[config.mk]
export PLATFORM = sky130hd
export DESIGN_NAME = rob
export DESIGN_NICKNAME = d
export VERILOG_FILES = /design/src/rtl/rob.sv
export SDC_FILE = /design/constraint.sdc
export NUM_CORES = 1
export LEC_CHECK = 0
export BUFFER_PORTS_ARGS = -buffer_cell sky130_fd_sc_hd__buf_2
export CORE_MARGIN = 5
export CORE_UTILIZATION = 35
export CTS_CLUSTER_SIZE = 16
export DETAILED_ROUTE_END_ITERATION = 10
export SYNTH_ARGS = -nofsm -noshare
export SYNTH_HDL_FRONTEND = slang
export SYNTH_SLANG_ARGS = --single-unit
[constraint.sdc]
create_clock -name clk -period 5.9 [get_ports clk]
set_clock_uncertainty 0.15 [all_clocks]
set_input_delay 0.295 -clock clk [delete_from_list [all_inputs] [get_ports clk]]
set_output_delay 0.295 -clock clk [all_outputs]
set_load 0.03 [all_outputs]
[src/rtl/rob.sv]
// rob: 16-entry reorder buffer with in-order single retire, three FU completion ports and branch flush.
// Define ROB_SVA_EN to compile the embedded occupancy and retire assertions.
module rob (
    input  logic        clk,
    input  logic        reset,
    input  logic        write_en,
    input  logic [6:0]  pd_new_in,
    input  logic [6:0]  pd_old_in,
    input  logic [31:0] pc_in,
    input  logic        fu_alu_done,
    input  logic        fu_b_done,
    input  logic        fu_mem_done,
    input  logic [4:0]  rob_fu_alu,
    input  logic [4:0]  rob_fu_b,
    input  logic [4:0]  rob_fu_mem,
    input  logic        br_mispredict,
    input  logic [4:0]  br_mispredict_tag,
    output logic [6:0]  preg_old,
    output logic        valid_retired,
    output logic        mispredict,
    output logic [4:0]  mispredict_tag,
    output logic        full,
    output logic [4:0]  ptr
);
    logic [15:0] valid_q, valid_d;
    logic [15:0] complete_q, complete_d;
    logic [3:0]  head_q, head_d;
    logic [3:0]  tail_q, tail_d;
    logic [4:0]  ctr, ctr_d;
    logic [6:0]  pregOld_q, pregOld_d;
    logic        validRetired_q;
    logic        mispredict_q;
    logic [4:0]  mispredictTag_q;

    logic [6:0]  pdNew_q [16];
    logic [6:0]  pdOld_q [16];
    logic [31:0] pc_q    [16];

    logic        allocFire;
    logic        retireFire;
    logic        flushHit;
    logic [3:0]  flushTag;
    logic [3:0]  tagAge;
    logic [3:0]  entryAge;
    logic        unusedPayload;

    assign full           = (ctr == 5'd16);
    assign ptr            = {1'b0, tail_q};
    assign preg_old       = pregOld_q;
    assign valid_retired  = validRetired_q;
    assign mispredict     = mispredict_q;
    assign mispredict_tag = mispredictTag_q;

    // pd_new and pc travel with the entry for the commit path but are not exported on this port list.
    assign unusedPayload = ^{pdNew_q[head_q], pc_q[head_q]};

    assign retireFire = valid_q[head_q] && complete_q[head_q];
    assign flushTag   = br_mispredict_tag[3:0];
    assign flushHit   = br_mispredict && !br_mispredict_tag[4] && valid_q[flushTag];
    assign allocFire  = write_en && !full && !flushHit;
    // Age is distance from head; anything older-than-or-equal to the branch survives a flush.
    assign tagAge     = flushTag - head_q;

    always_comb begin
        valid_d    = valid_q;
        complete_d = complete_q;
        entryAge   = '0;
        if (fu_alu_done && !rob_fu_alu[4] && valid_q[rob_fu_alu[3:0]])
            complete_d[rob_fu_alu[3:0]] = 1'b1;
        if (fu_b_done && !rob_fu_b[4] && valid_q[rob_fu_b[3:0]])
            complete_d[rob_fu_b[3:0]] = 1'b1;
        if (fu_mem_done && !rob_fu_mem[4] && valid_q[rob_fu_mem[3:0]])
            complete_d[rob_fu_mem[3:0]] = 1'b1;
        if (retireFire) begin
            valid_d[head_q]    = 1'b0;
            complete_d[head_q] = 1'b0;
        end
        // Flush is applied after completions so a late completion on a squashed entry is lost.
        if (flushHit) begin
            for (int i = 0; i < 16; i++) begin
                entryAge = 4'(i) - head_q;
                if (entryAge > tagAge) begin
                    valid_d[i]    = 1'b0;
                    complete_d[i] = 1'b0;
                end
            end
        end
        if (allocFire) begin
            valid_d[tail_q]    = 1'b1;
            complete_d[tail_q] = 1'b0;
        end
    end

    always_comb begin
        head_d    = retireFire ? head_q + 4'd1 : head_q;
        tail_d    = tail_q;
        ctr_d     = ctr + {4'd0, allocFire} - {4'd0, retireFire};
        pregOld_d = pregOld_q;
        if (flushHit) begin
            tail_d = flushTag + 4'd1;
            ctr_d  = {1'b0, tagAge} + 5'd1 - {4'd0, retireFire};
        end else if (allocFire) begin
            tail_d = tail_q + 4'd1;
        end
        if (retireFire)
            pregOld_d = pdOld_q[head_q];
    end

    always_ff @(posedge clk) begin
        if (reset) begin
            valid_q         <= '0;
            complete_q      <= '0;
            head_q          <= '0;
            tail_q          <= '0;
            ctr             <= '0;
            pregOld_q       <= '0;
            validRetired_q  <= 1'b0;
            mispredict_q    <= 1'b0;
            mispredictTag_q <= '0;
        end else begin
            valid_q         <= valid_d;
            complete_q      <= complete_d;
            head_q          <= head_d;
            tail_q          <= tail_d;
            ctr             <= ctr_d;
            pregOld_q       <= pregOld_d;
            validRetired_q  <= retireFire;
            mispredict_q    <= br_mispredict;
            mispredictTag_q <= br_mispredict_tag;
        end
    end

    always_ff @(posedge clk) begin
        if (allocFire) begin
            pdNew_q[tail_q] <= pd_new_in;
            pdOld_q[tail_q] <= pd_old_in;
            pc_q[tail_q]    <= pc_in;
        end
    end

`ifdef ROB_SVA_EN
    assert property (@(posedge clk) disable iff (reset) ctr <= 5'd16)
        else $error("rob: occupancy above 16");
    assert property (@(posedge clk) disable iff (reset) full == (ctr == 5'd16))
        else $error("rob: full flag disagrees with occupancy");
    assert property (@(posedge clk) disable iff (reset) !(allocFire && full))
        else $error("rob: allocation while full");
    assert property (@(posedge clk) disable iff (reset) valid_retired |-> $past(retireFire))
        else $error("rob: retire pulse without a complete head");
`else
`endif

endmodule

==> qor.yml <==
floorplanning:
  initial_core_util_pct: 35.7
  dieArea_um2: 30100
  rows: 59
  core_area_um2: 26100
  io_pins: 93
  die_x_um: 173
  dieHeight_um: 173
setup_path:
  reg2reg_slack_ns: 2.11
  worst-path-max-fanout: 49
  end_kind: "flop"
  critPathKind: "reg -> reg"
  cp.required_ns: 6.11
  arrival_ns: 4.00
  start_kind: "flop"
run:
  max_cap_violations: 0
power_and_ir_drop:
  p_per_area_nw_per_um2: 330
  p_leak_nw: 3.73
  ir_drop_uv: 222
synth:
  yosys.area_share.simple_pct: 13.1
  synth_mux_area_share_pct: 13.0
  synth_ff_type: "edfxtp_1"
  synth_compound_area_share_pct: 10.5
  yosys_warnings: 0
  synth_top_family_by_area: "simple AND/OR/NAND/NOR gates"
  yosysSeqAreaShare_pct: 48.7
  yosys.area_share.adder_pct: 8.01
  synth_xor_area_share_pct: 2.44
  synthArstFlopShare_pct: 0
  synth_seq_cells: 171
  syn_nets: 841
  syn_inst: 710
  synth_edf_count: 112
  synth_area_um2: 9340
  synthDistinctLibCells: 70
  syn_avg_cell_area_um2: 13.2
global_routing:
  grt_pass1_vias: 6099
  grt_pass1_wl_mm: 35.6
  grt-ovfl-total: 0
  grt_use_total_pct: 15.2
  antenna_found_initial: 0
  grt_max_degree: 50
route:
  vias: 6080
  top_layer_used: "met4"
  wl_met3_mm: 1.01
  wl_per_cell_um: 20.4
  drtIter0Drc: 684
  drt_pass1_iterations: 7
  routed_via_density: 5.49
  wl_met2_mm: 10.4
  ant_nets: 0
  drc: 0
  drt-total-wl_mm: 22.6
  wl_met1_mm: 10.7
timing:
  finalSetupTns_ns: 0
  max_slew_margin_pct: 25.8
  period_minus_slack_ns: 3.79
  hold_violations: 0
  setup_ws_ns: 2.11
  grt_setup_unrepaired: "no"
  worstMarginPinSlew_ns: 1.10
  setup_violations: 0
  fin_crit_sh_pct: 64.3
  clock.fmax_ghz: 0.264
  slew_viol_final: 0
final_layout:
  syn_to_final_growth_pct: 12.4
  layout.cells.non_filler: 1108
  finalInstanceArea_um2: 10500
  diodes: 0
  nNetsFinal: 891
  final_layout_size_suffix_gt1_share_pct: 21.5
placement:
  gp_congestion: 0.881
  dpl_cell_area_um2: 9890
  pre_cts_ws_ns: 2.12
  dp_hpwl_mm: 16.2
  place_inst: 1074
  numPortBuffers: 52
cts:
  cts_buffers: 17
  cts_tree: "yes"
  cts_root_buffer: "clkbuf_16"
  clk_pin_slew_worst_paths_ns: 0.07
  clock_sinks: 171
  clockBufferDepth: 2
  cts_max_level: 4
  insertion_delay_ns: 0.43
outcome:
  status: "completed"
min_path:
  hold_path_class: "in -> reg"
[synthesized netlist by cell type, types with 7 or more instances]
cell type | n | area share (%)
o221ai_1 | 10 | 0.94
ha_1 | 55 | 7.4
inv_1 | 37 | 1.5
nand2_1 | 33 | 1.3
nor2b_1 | 14 | 0.94
nand3_1 | 9 | 0.48
nor2_1 | 31 | 1.2
edfxtp_1 | 112 | 36
nand2b_1 | 9 | 0.60
mux4_1 | 12 | 3.4
xor2_1 | 12 | 1.1
and3b_1 | 7 | 0.66
o21ai_0 | 8 | 0.43
a32o_1 | 9 | 0.96
dfxtp_1 | 59 | 13
xnor2_1 | 14 | 1.3
a21oi_1 | 19 | 1.0
buf_6 | 8 | 0.96
a31oi_1 | 17 | 1.1
clkbuf_1 | 14 | 0.56
nand3b_1 | 13 | 1.0
nand4_1 | 15 | 1.0
nor4_1 | 8 | 0.54
mux2i_1 | 18 | 1.9
o2bb2ai_1 | 10 | 0.94
a21o_1 | 14 | 1.1
and2_1 | 12 | 0.80
mux4_2 | 31 | 7.5
[metrics by stage]
stage | total power, mW | hold WS, ns | util, %
6_report | 3.46 | 0.0500 | 40.2
5_1_grt | 3.65 | 0.0503 | 40.2
2_1_floorplan | 2.17 | 0.244 | -
3_3_place_gp | 2.36 | 0.319 | 37.9
3_5_place_dp | 2.37 | 0.327 | 37.9
4_1_cts | 3.49 | 0.0402 | 40.2
[flip-flops by register name, summed over array words and instances (netlist names)]
name and count:
pdOld_q 112, complete_q 16, valid_q 16, preg_old 7, ctr 5, mispredict_tag 5, head_q 4, tail_q 4
mispredict 1, valid_retired 1
[placed cells by master (no fill, tap or decap), types with 15 or more instances in the layout]
cell type    n
a21oi_1     19
a31oi_1     17
buf_2       52
clkbuf_16   17
dfxtp_1     57
edfxtp_1   112
ha_1        55
inv_1       37
mux2i_1     18
mux4_2      31
nand2_1     33
nand4_1     15
nor2_1      31
[critical path, stage by stage (launching register included)]
cell and delay (ns):
dfxtp_2 0.32, buf_4 0.53, and3b_1 0.28, nand3_1 0.10
nand4_1 0.28, nor3_4 0.20, buf_4 0.33, ha_1 0.19
inv_1 0.04, ha_1 0.20, fa_1 0.41, a21oi_1 0.15
nor2_1 0.05, nor2_1 0.11, xnor2_1 0.15, nand3_1 0.10
a21oi_1 0.12
[layout make-up]
class                      instances  area, um2
fill                            2474      15600
sequential                       171       4550
multi-input combinational        466       4430
clock buffer                      18        429
tap                              335        419
timing repair buffer              66        370
clock inverter                    14        155
inverter                          38        144
[layer usage]
layer | track usage (%) | vias up
met5 | 0 | -
met4 | 4.76 | 0
met3 | 2.81 | 29
met2 | 23.6 | 168
met1 | 21.6 | 3000
li1 | - | 2883
[report_power, final]
group / switching [mW] / total, mW / internal [mW] / leakage (nW)
Sequential: 0.0666 / 1.41 / 1.34 / 1.49
Clock: 0.513 / 1.11 / 0.602 / 0.287
Combinational: 0.530 / 0.934 / 0.404 / 1.96
Total: 1.11 / 3.46 / 2.35 / 3.73
[worst paths after layout]
path | start | endpoint | cells after the start
min reg2reg | preg_old[4]$_SDFFE_PP0N_ | preg_old[4]$_SDFFE_PP0N_ | 2
min | br_mispredict_tag[3] | mispredict_tag[3]$_SDFF_PP0_ | 2
max reg2reg | head_q[2]$_SDFFE_PP0N_ | ctr[4]$_SDFF_PP0_ | 16
max | head_q[2]$_SDFFE_PP0N_ | ctr[4]$_SDFF_PP0_ | 16
[cells by family (layout without fill, tap and decap cells)]
logic type / Yosys count / after routing
buf+inv: 73 / 136
xor+xnor: 26 / 26
fa+ha+maj: 58 / 58
mux: 63 / 63
simple gates: 194 / 194
flops: 171 / 171
compound gates: 124 / 124
other cells: 1 / 1
[repair_timing]
| action | 4_1_cts | 5_1_grt |
|---|---|---|
| hold buffers | 2 | 0 |
| setup buffers | 0 | 0 |
| endpoints found under the hold margin | 2 | 0 |
| gates resized for setup | 0 | 0 |
(Power assumes the default switching activity.)
